### src/rtl/uart_tx_stream.sv
// ============================================================================
// Module   : uart_tx_stream
// Brief    : Byte-stream 8N1 UART transmitter with a small input FIFO.
//            Bytes arrive over a valid/ready handshake, are queued, and are
//            sent LSB-first with one start and one stop bit. Consecutive
//            frames are emitted with no idle gap.
// Revision : 1.0 - initial release
// ============================================================================
`default_nettype none

module uart_tx_stream #(
  parameter int ClksPerBit = 104,
  parameter int DepthLog2  = 2
) (
  input  logic       clk_i,
  input  logic       rst_i,
  input  logic [7:0] data_i,
  input  logic       valid_i,
  output logic       ready_o,
  output logic       tx_o,
  output logic       busy_o
);

  localparam int c_depth = 2 ** DepthLog2;
  localparam int c_ptr_w = DepthLog2 + 1;
  localparam int c_cnt_w = (ClksPerBit > 1) ? $clog2(ClksPerBit) : 1;
  localparam logic [c_cnt_w-1:0] c_cnt_max = c_cnt_w'(ClksPerBit - 1);

  typedef enum logic [1:0] {
    S_IDLE  = 2'd0,
    S_START = 2'd1,
    S_DATA  = 2'd2,
    S_STOP  = 2'd3
  } state_t;

  // FIFO storage and pointers (one extra wrap bit to tell full from empty)
  logic [7:0]         r_mem [c_depth];
  logic [c_ptr_w-1:0] r_wr_ptr;
  logic [c_ptr_w-1:0] r_rd_ptr;
  logic               r_ready;

  // Serializer state
  state_t             r_state;
  logic [c_cnt_w-1:0] r_cnt;
  logic [2:0]         r_bit_idx;
  logic [7:0]         r_shift;
  logic               r_tx;
  logic               r_busy;

  // Combinational helpers
  logic               w_empty;
  logic               w_push;
  logic               w_pop;
  logic               w_baud_wrap;
  logic [c_ptr_w-1:0] w_wr_ptr_nxt;
  logic [c_ptr_w-1:0] w_rd_ptr_nxt;
  logic               w_full_nxt;
  logic               w_empty_nxt;
  logic [7:0]         w_head;

  // Handshake, pop decision and next-pointer / flag computation
  always_comb begin
    w_empty      = (r_wr_ptr == r_rd_ptr);
    w_push       = valid_i && r_ready;
    w_baud_wrap  = (r_cnt == c_cnt_max);
    // Pop when idle, or at the very end of a stop bit so the next start
    // bit follows immediately.
    w_pop        = !w_empty &&
                   ((r_state == S_IDLE) || ((r_state == S_STOP) && w_baud_wrap));
    w_wr_ptr_nxt = r_wr_ptr + {{DepthLog2{1'b0}}, w_push};
    w_rd_ptr_nxt = r_rd_ptr + {{DepthLog2{1'b0}}, w_pop};
    w_full_nxt   = (w_wr_ptr_nxt[DepthLog2] != w_rd_ptr_nxt[DepthLog2]) &&
                   (w_wr_ptr_nxt[DepthLog2-1:0] == w_rd_ptr_nxt[DepthLog2-1:0]);
    w_empty_nxt  = (w_wr_ptr_nxt == w_rd_ptr_nxt);
    w_head       = r_mem[r_rd_ptr[DepthLog2-1:0]];
  end

  // FIFO pointers plus registered ready, which reflects "not full" after each edge
  always_ff @(posedge clk_i or posedge rst_i) begin
    if (rst_i) begin
      r_wr_ptr <= '0;
      r_rd_ptr <= '0;
      r_ready  <= 1'b0;
    end else begin
      r_wr_ptr <= w_wr_ptr_nxt;
      r_rd_ptr <= w_rd_ptr_nxt;
      r_ready  <= !w_full_nxt;
    end
  end

  // FIFO storage write on an accepted handshake
  always_ff @(posedge clk_i) begin
    if (w_push) begin
      r_mem[r_wr_ptr[DepthLog2-1:0]] <= data_i;
    end
  end

  // Frame sequencer: drives tx, busy, baud counter and shift register from flops
  always_ff @(posedge clk_i or posedge rst_i) begin
    if (rst_i) begin
      r_state   <= S_IDLE;
      r_cnt     <= '0;
      r_bit_idx <= 3'd0;
      r_shift   <= 8'd0;
      r_tx      <= 1'b1;
      r_busy    <= 1'b0;
    end else begin
      case (r_state)
        S_IDLE: begin
          r_tx      <= 1'b1;
          r_cnt     <= '0;
          r_bit_idx <= 3'd0;
          if (w_pop) begin
            r_shift <= w_head;
            r_state <= S_START;
            r_tx    <= 1'b0;
            r_busy  <= 1'b1;
          end else begin
            // A byte pushed this edge makes the block busy straight away
            r_busy <= !w_empty_nxt;
          end
        end

        S_START: begin
          r_busy <= 1'b1;
          if (w_baud_wrap) begin
            r_cnt   <= '0;
            r_state <= S_DATA;
            r_tx    <= r_shift[0];
          end else begin
            r_cnt <= r_cnt + c_cnt_w'(1);
          end
        end

        S_DATA: begin
          r_busy <= 1'b1;
          if (w_baud_wrap) begin
            r_cnt <= '0;
            if (r_bit_idx == 3'd7) begin
              r_state <= S_STOP;
              r_tx    <= 1'b1;
            end else begin
              r_shift   <= {1'b0, r_shift[7:1]};
              r_tx      <= r_shift[1];
              r_bit_idx <= r_bit_idx + 3'd1;
            end
          end else begin
            r_cnt <= r_cnt + c_cnt_w'(1);
          end
        end

        S_STOP: begin
          if (w_baud_wrap) begin
            r_cnt     <= '0;
            r_bit_idx <= 3'd0;
            if (w_pop) begin
              r_shift <= w_head;
              r_state <= S_START;
              r_tx    <= 1'b0;
              r_busy  <= 1'b1;
            end else begin
              r_state <= S_IDLE;
              r_tx    <= 1'b1;
              r_busy  <= !w_empty_nxt;
            end
          end else begin
            r_cnt  <= r_cnt + c_cnt_w'(1);
            r_busy <= 1'b1;
          end
        end

        default: begin
          r_state <= S_IDLE;
          r_tx    <= 1'b1;
          r_cnt   <= '0;
        end
      endcase
    end
  end

  assign ready_o = r_ready;
  assign tx_o    = r_tx;
  assign busy_o  = r_busy;

endmodule

`default_nettype wire

### config.mk
export PLATFORM = sky130hd
export DESIGN_NAME = uart_tx_stream
export DESIGN_NICKNAME = d
export VERILOG_FILES = /design/src/rtl/uart_tx_stream.sv
export SDC_FILE = /design/constraint.sdc
export NUM_CORES = 1
export LEC_CHECK = 0
export CORE_MARGIN = 4
export CORE_UTILIZATION = 60
export DETAILED_ROUTE_END_ITERATION = 8
export PLACE_DENSITY_LB_ADDON = 0.15
export SKIP_CTS_REPAIR_TIMING = 1
export SLEW_MARGIN = 40
export SYNTH_ARGS = -nofsm -noshare
export SYNTH_HDL_FRONTEND = slang
export SYNTH_SLANG_ARGS = --single-unit
### constraint.sdc
create_clock -name clk_i -period 7.9 [get_ports clk_i]
set_input_delay 0.79 -clock clk_i [delete_from_list [all_inputs] [get_ports clk_i]]
set_output_delay 0.79 -clock clk_i [all_outputs]
set_load 0.05 [all_outputs]
---- Yosys cells after proc, flatten, opt, wreduce, memory -nomap -nowiden ----
Memory sizes are Yosys's and may differ from the RTL's.
Index checks and enable logic that the tools add are counted.
operators by class
  add/subtract/negate cells ............... 4
  eq/ne operators ......................... 15
  muxes and demuxes ....................... 29
  reductions and logical operators ........ 15
operators by type and width
  operator                                       number
  two-way mux 8 bit                              4
  one-hot mux 8 bit (3 select lines)             1
  one-hot mux 7 bit (2 select lines)             1
  inequality test 2 bit (second input constant)  6
  two-way mux 1 bit                              10
  two-way mux 2 bit                              5
  two-way mux 3 bit                              3
  one-hot mux 3 bit (3 select lines)             1
  one-hot mux 2 bit (4 select lines)             1
  adder 7 x 1 -> 7 bit (second input constant)   1
  == test 7 bit (second input constant)          1
  two-way mux 7 bit                              1
  adder 3 x 1 -> 3 bit                           2
  == test 3 bit                                  2
  AND reduction 5 bit                            1
  == test 2 bit (second input constant)          2
  logical AND 1 bit                              4
  one-hot mux 1 bit (4 select lines)             1
  AND reduction 4 bit                            1
  adder 3 x 1 -> 3 bit (second input constant)   1
  == test 3 bit (second input constant)          1
  logical NOT 1 bit                              3
  one-hot mux 1 bit (3 select lines)             1
  AND reduction 3 bit                            1
  other kinds (8)                                8
storage, ports and cells
  flip-flop bits (word level) ............. 29
  RAM bits ................................ 32
  bits of input ports ..................... 11
  output and inout port bits .............. 3
  logic and storage cells ................. 73
  memories kept ........................... 1
memories
  name   words  bits a word  read ports  clocked after memory_dff  write ports  RTL line  source
  r_mem  4      8            1           0                         1            37        logic [7:0] r_mem [c_depth];

---- Logic depth before layout (Yosys ltp) ----
Gate-level depths: netlist of run 1.
  depth in word-level cells ............... 10
  gate-level depth with buffers ........... 12
  mapped depth without buffers ............ 11

---- Worst setup path after synthesis of run 1 ----
No wires, ideal clock.
  kind .................................... flip-flop to flip-flop
  start point ............................. register r_cnt[0]
  end point ............................... register r_busy (netlist: busy_o)
  library setup time ...................... 0.124 ns
  arrival ................................. 2.394 ns
  required time ........................... 7.776 ns
  path slack .............................. 5.382 ns
  cell stages (with the launch flop) ...... 13
  path buffers ............................ 1
  clock period less this slack ............ 2.518 ns
  path through ............................ dfrtp_1 > ha_1 > and3_1 > buf_6 > a31oi_1 > nor2_2 > ha_1 > ha_1 > xor2_1 > xor2_1 > nor3_1 > o221ai_1 > o31a_1
between the ends
  longest elaborated chain between the ends .. 10
RTL lines
  element                               RTL line  source
  start, declared                       44        logic [c_cnt_w-1:0] r_cnt;
  start signal, assigned                131       r_cnt <= r_cnt + c_cnt_w'(1);
  start signal, assigned                148       r_cnt <= r_cnt + c_cnt_w'(1);
  start signal, assigned                167       r_cnt <= r_cnt + c_cnt_w'(1);
  == test 7 bit *                       65        w_baud_wrap = (r_cnt == c_cnt_max);
  logical AND 1 bit *                   69        ((r_state == S_IDLE) || ((r_state == S_STOP) && w_baud_wrap));
  logical OR 1 bit *                    69
  logical AND 1 bit *                   68        w_pop = !w_empty &&
  adder 3 x 1 -> 3 bit *                71        w_rd_ptr_nxt = r_rd_ptr + {{DepthLog2{1'b0}}, w_pop};
  net w_rd_ptr_nxt[2]                   56        logic [c_ptr_w-1:0] w_rd_ptr_nxt;
  == test 3 bit *                       74        w_empty_nxt = (w_wr_ptr_nxt == w_rd_ptr_nxt);
  logical NOT 1 bit *                   120, 164
  two-way mux 1 bit *                   113, 156
  two-way mux 1 bit                     153       if (w_baud_wrap) begin
  one-hot mux 1 bit (3 select lines) *  108       case (r_state)
  end signal, assigned                  120       r_busy <= !w_empty_nxt;
  end signal, assigned                  164       r_busy <= !w_empty_nxt;
  end, declared                         48        logic r_busy;
The timed path passes the listed nets; every way through them passes the cells marked *.
A chain may end at the register's enable or synchronous reset.

---- Final worst setup path of run 1 ----
Ends and elaborated chain as after synthesis.

==> results of run 1 <==
-- report_power, final --
group,leakage (nW),internal (mW),switching (mW)
Clock,0.116,0.210,0.121
Combinational,0.521,0.249,0.287
Sequential,0.647,0.434,0.0815
-- cell type report --
| cell class | instances | area [µm²] | area share, % |
|---|---|---|---|
| Tap cell | 52 | 65.1 | 1.99 |
| Inverter | 9 | 33.8 | 1.03 |
| Multi-Input combinational cell | 131 | 1110 | 34.0 |
| Timing Repair Buffer | 13 | 130 | 3.98 |
| Clock buffer | 10 | 128 | 3.91 |
| Clock inverter | 6 | 111 | 3.41 |
| Sequential cell | 61 | 1690 | 51.6 |
-- Yosys cell counts, types with 3 or more instances --
master and instances:
dfrtp_1 28, or2_2 3, a22oi_1 5, a21oi_1 4
mux4_2 8, nor3_1 3, and3_1 3, nand2_1 11
nor2b_1 7, o2bb2ai_1 4, nand3_1 3, ha_1 13
xnor2_1 3, o21ai_0 7, xor2_1 9, edfxtp_1 32
nor2_1 12, inv_1 9
-- worst max-delay path: stages (launching register included) --
cell and delay (ns):
dfrtp_1 0.40, ha_1 0.25, and3_1 0.24, a31oi_1 0.42
nor2_2 0.17, ha_1 0.23, ha_1 0.19, xor2_1 0.16
xor2_1 0.16, nor3_1 0.26, o221ai_1 0.17, o31a_1 0.13
-- through the flow --
stage / setup WS [ns] / instance area [µm²]
final: 5.00 / 3270
after global routing: 4.70 / 3270
after CTS: 4.99 / 3270
after detailed placement: 5.00 / 3030
after global placement: 5.03 / 3020
after floorplan: 5.38 / 2860
-- registers in the layout (all words and copies together) (netlist names) --
signal,flops
ready_o,1
busy_o,1
tx_o,1
r_shift,8
r_state,2
r_bit_idx,3
r_wr_ptr,3
r_rd_ptr,3
r_cnt,7
r_mem,32
-- kinds of logic after synthesis --
group | count (synthesis) | share of synthesized area [%]
AOI/OAI and AO/OA | 41 | 11.2
xor gates and xnor gates | 12 | 3.68
adders and majority gates | 13 | 5.69
buffers and inverters | 14 | 2.32
DFF | 61 | 59.0
muxes | 11 | 7.57
and+or+nand+nor | 54 | 10.5
-- placed cells by master (no fill, tap or decap), drive strengths merged, types with 4 or more instances in the layout --
cell           count
mux4               8
xor2               9
nor2              13
o21ai              7
a21oi              4
nor2b              7
a22oi              5
nor3               4
ha                13
edfxtp            32
clkbuf            10
nand2             12
o2bb2ai            4
clkdlybuf4s50     13
dfrtp             28
inv                9
-- layer usage --
layer | up-vias | wire length, µm
met2 | 42 | 2600
met4 | 0 | 93
met5 | - | 0
met3 | 11 | 193
met1 | 838 | 2160
li1 | 816 | -
-- path summary, 6_finish.rpt --
| check | start | endpoint | slack (ns) | depth (start not counted) |
|---|---|---|---|---|
| max | r_cnt[0] | busy_o | 5.00 | 11 |
| min | r_cnt[0] | r_cnt[0] | 0.46 | 1 |
| max reg2reg | r_cnt[0] | busy_o | 5.00 | 11 |
| min reg2reg | r_cnt[0] | r_cnt[0] | 0.46 | 1 |
| max in group asynchronous | rst_i | r_rd_ptr[1] | 6.64 | 2 |
| min in group asynchronous | rst_i | r_wr_ptr[2] | 0.85 | 2 |
==> flow_metrics.py, run 1 <==
metrics = {
    "outcome": {
        "status": "complete, no violations",
    },
    "die": {
        "coreArea_um2": 4470,
        "die_area_um2": 5930,
        "rows": 24,
        "die_w_um": 77.0,
        "die_h_um": 77.0,
        "ioPinCount": 14,
        "initial_core_util_pct": 63.9,
    },
    "route": {
        "post_drt_wl_per_cell_um": 17.9,
        "route.detailed.drc": 0,
        "wirelength_um": 5050,
        "drtPass1Iterations": 4,
        "ant_nets": 0,
        "drt_iter0_drc": 130,
        "vias": 1707,
        "via_per_inst": 6.05,
    },
    "final_layout": {
        "fin_nets": 249,
        "drive_gt1_share_pct": 17.4,
        "synthToLayoutAreaGrowth_pct": 14.3,
        "fin_util_pct": 73.0,
        "nFillCells": 293,
        "layoutNonFillerInstCount": 282,
        "diodes": 0,
    },
    "yosys": {
        "ys_types": 52,
        "ys.warnings.count": 0,
        "synthCells": 206,
        "ys_top_cells_by_area": "edfxtp_1 (34%), dfrtp_1 (25%), mux4_2 (6.3%)",
        "synth_area_um2": 2860,
        "synth.avg_cell_area_um2": 13.9,
        "synth_top_area_share_pct": 33.6,
        "yosysTopAreaCell": "edfxtp_1",
        "async_flop_share_pct": 47.5,
        "ys_ff_latch": 61,
        "yosys_most_used_dff": "edfxtp_1",
        "synth-edff-count": 32,
        "syn-num-nets": 230,
        "seq_area_frac_synth_pct": 59.0,
    },
    "global_routing": {
        "grt_pass1_vias": 1819,
        "grt_antenna_before_repair": 0,
        "grt.met3_usage_pct": 3.63,
        "grt.busiest_layer": "met2",
        "grt_pass1_wl_um": 8760,
        "met2_usage_pct": 32.1,
        "grt_overflow": 0,
        "track_usage_pct": 19.2,
        "grt_util_met1_pct": 23.6,
        "grt_max_degree": 30,
    },
    "setup_path": {
        "crit_path_start_kind": "flop",
        "worstPathRequired_ns": 8.12,
        "end_kind": "flop",
        "cp_max_fo": 7,
        "worst_ep_arrival_time_ns": 3.12,
        "critPathKind": "reg -> reg",
    },
    "clock_network": {
        "h-tree-depth": 3,
        "clock_latency_ns": 0.33,
        "cts_tree": "yes",
        "cts_sinks": 61,
        "clock-root-buffer": "clkbuf_8",
        "clk_pin_slew_ns": 0.07,
        "clk_path_buf_depth": 2,
        "cts_made_buffers": 9,
    },
    "power": {
        "vdd_drop_max_uv": 307,
        "p_leak_nw": 1.28,
        "p_per_area_nw_per_um2": 423,
        "finalPower_mw": 1.38,
    },
    "hold_path": {
        "hold_class": "reg -> reg",
    },
    "sta": {
        "tightestPinTransition_ns": 0.762,
        "maxSlewViolCount": 0,
        "period_needed_ns": 2.90,
        "setup_violations": 0,
        "hold-worst-slack_ns": 0.464,
        "fmax_mhz": 345,
        "rsz0062_at_grt": "no",
        "finClkSkew_ns": 0.00882,
        "timing.final.crit_share_pct": 36.7,
        "max_slew_margin_pct": 49.0,
        "hold_viol_final": 0,
        "setup_tns_ns": 0,
    },
    "place": {
        "placed_cells": 266,
        "portBuffers": 13,
        "dp_hpwl_um": 3510,
        "place_congestion": 0.891,
    },
    "flow_run": {
        "maxCapViolations": 0,
    },
}
Note: power is estimated with default switching activity, not from simulation.
==> run 2: changes to the inputs <==
--- a/config.mk
+++ b/config.mk
@@ -6,7 +6,7 @@
 export NUM_CORES = 1
 export LEC_CHECK = 0
 export CORE_MARGIN = 4
-export CORE_UTILIZATION = 60
+export CORE_UTILIZATION = 54
 export DETAILED_ROUTE_END_ITERATION = 8
 export PLACE_DENSITY_LB_ADDON = 0.15
 export SKIP_CTS_REPAIR_TIMING = 1
==> constraint.sdc (replaced) <==
create_clock -name clk_i -period 2.58 [get_ports clk_i]
set_input_delay 0.258 -clock clk_i [delete_from_list [all_inputs] [get_ports clk_i]]
set_output_delay 0.258 -clock clk_i [all_outputs]
set_load 0.05 [all_outputs]
==> run 2 against run 1 <==
Cell area up 4.8%. Hold slack got worse by 0.18 ns. Global-route usage is 0.41 points lower. Sequential share of layout area shrank 2.4 points. Die area up 9.9%. Critical endpoint unchanged.
==> flow_metrics.py, run 2 (synthesis results as in run 1) <==
metrics = {
    "setup_path": {
        "reg2reg_to": "busy_o",
        "r2r_cells": 11,
        "crit_path_start_kind": "flop",
        "critPathKind": "reg -> reg",
        "r2r-start": "r_cnt[0]",
        "r2r_setup_slack_ns": 0.16,
        "worst_ep_arrival_time_ns": 2.65,
        "cp_max_fo": 4,
        "end_kind": "flop",
        "worstPathRequired_ns": 2.81,
    },
    "die": {
        "initial_core_util_pct": 56.0,
        "die_area_um2": 6520,
        "coreArea_um2": 5110,
        "die_h_um": 80.8,
        "ioPinCount": 14,
        "die_w_um": 80.8,
        "rows": 26,
    },
    "sta": {
        "setup_tns_ns": 0,
        "setup_violations": 0,
        "hold-worst-slack_ns": 0.288,
        "timing.final.crit_share_pct": 93.9,
        "maxSlewViolCount": 0,
        "hold_viol_final": 0,
        "max_slew_margin_pct": 66.6,
        "period_needed_ns": 2.42,
        "timing.final.ws_setup_ns": 0.157,
        "finClkSkew_ns": 0.00793,
        "tightestPinTransition_ns": 0.500,
        "fmax_mhz": 413,
    },
    "power": {
        "finalPower_mw": 4.51,
        "p_leak_nw": 1.36,
        "vdd_drop_max_uv": 762,
        "p_per_area_nw_per_um2": 1320,
    },
    "route": {
        "drt_iter0_drc": 117,
        "vias": 1765,
        "wirelength_um": 5270,
        "via_per_inst": 5.66,
        "drtPass1Iterations": 4,
        "route.detailed.drc": 0,
        "post_drt_wl_per_cell_um": 16.9,
        "ant_nets": 0,
    },
    "clock_network": {
        "clk_path_buf_depth": 2,
        "cts_made_buffers": 9,
        "h-tree-depth": 3,
        "clock-root-buffer": "clkbuf_8",
        "clock_latency_ns": 0.34,
        "cts_sinks": 61,
        "cts_tree": "yes",
        "clk_pin_slew_ns": 0.07,
    },
    "final_layout": {
        "final_area_um2": 3430,
        "nFillCells": 380,
        "drive_gt1_share_pct": 21.5,
        "layoutNonFillerInstCount": 312,
        "final_cell_mix": "edfxtp_1 (32), dfrtp_1 (28), ha_1 (13), clkdlybuf4s50_1 (13)",
        "diodes": 0,
        "fin_util_pct": 67.1,
        "fin_nets": 261,
        "final_common_cell": "edfxtp_1",
        "synthToLayoutAreaGrowth_pct": 19.8,
        "largest_register_ffs": 32,
    },
    "place": {
        "portBuffers": 13,
        "placed_cells": 296,
        "dp_hpwl_um": 3620,
        "pre_cts_ws_ns": 0.115,
        "place_congestion": 0.796,
        "placed_area_um2": 3130,
    },
    "global_routing": {
        "grt_pass1_vias": 1847,
        "track_usage_pct": 18.8,
        "grt_max_degree": 30,
        "grt_pass1_wl_um": 9020,
        "grt_antenna_before_repair": 0,
        "grt_overflow": 0,
    },
    "flow_run": {
        "maxCapViolations": 0,
    },
    "outcome": {
        "status": "complete, no violations",
    },
    "hold_path": {
        "hold_class": "in -> async",
    },
}
-- run 2: area by class of cell --
cell class | instances | area, µm² | share of cell area [%]
sequential | 61 | 1690 | 49.3
multi-input combinational | 131 | 1130 | 32.9
timing repair buffer | 25 | 220 | 6.43
clock inverter | 7 | 145 | 4.24
clock buffer | 9 | 124 | 3.62
tap | 70 | 87.6 | 2.56
inverter | 9 | 33.8 | 0.986
-- run 2: metal layers --
metal | wire length, µm | global-route usage, %
met4 | 102 | 9.12
met2 | 2740 | 31.8
met5 | 0 | 0
met1 | 2280 | 22.8
met3 | 142 | 4.21
-- run 2: critical path, stage by stage, from the launching register on --
cell and delay (ns):
dfrtp_1 0.41, ha_1 0.26, and3_1 0.20, a31oi_4 0.20, nor2_2 0.06, ha_1 0.18
ha_1 0.21, xor2_2 0.17, xor2_1 0.16, nor3_1 0.21, o221ai_1 0.13, o31a_1 0.12
-- run 2: how the worst max path moves through the flow --
| stage | start | end | slack (ns) |
|---|---|---|---|
| final | r_cnt[0] | busy_o | 0.16 |
| after global routing | r_cnt[0] | busy_o | -0.02 |
| after CTS | r_cnt[0] | busy_o | 0.11 |
| after detailed placement | r_cnt[0] | busy_o | 0.12 |
| after global placement | r_cnt[0] | busy_o | 0.23 |
| after floorplan | r_cnt[0] | busy_o | 0.06 |
-- run 2: power by group --
| group | total [mW] | internal (mW) | switching, mW |
|---|---|---|---|
| registers | 1.52 | 1.33 | 0.196 |
| logic | 1.86 | 0.868 | 0.988 |
| clock network | 1.13 | 0.744 | 0.388 |
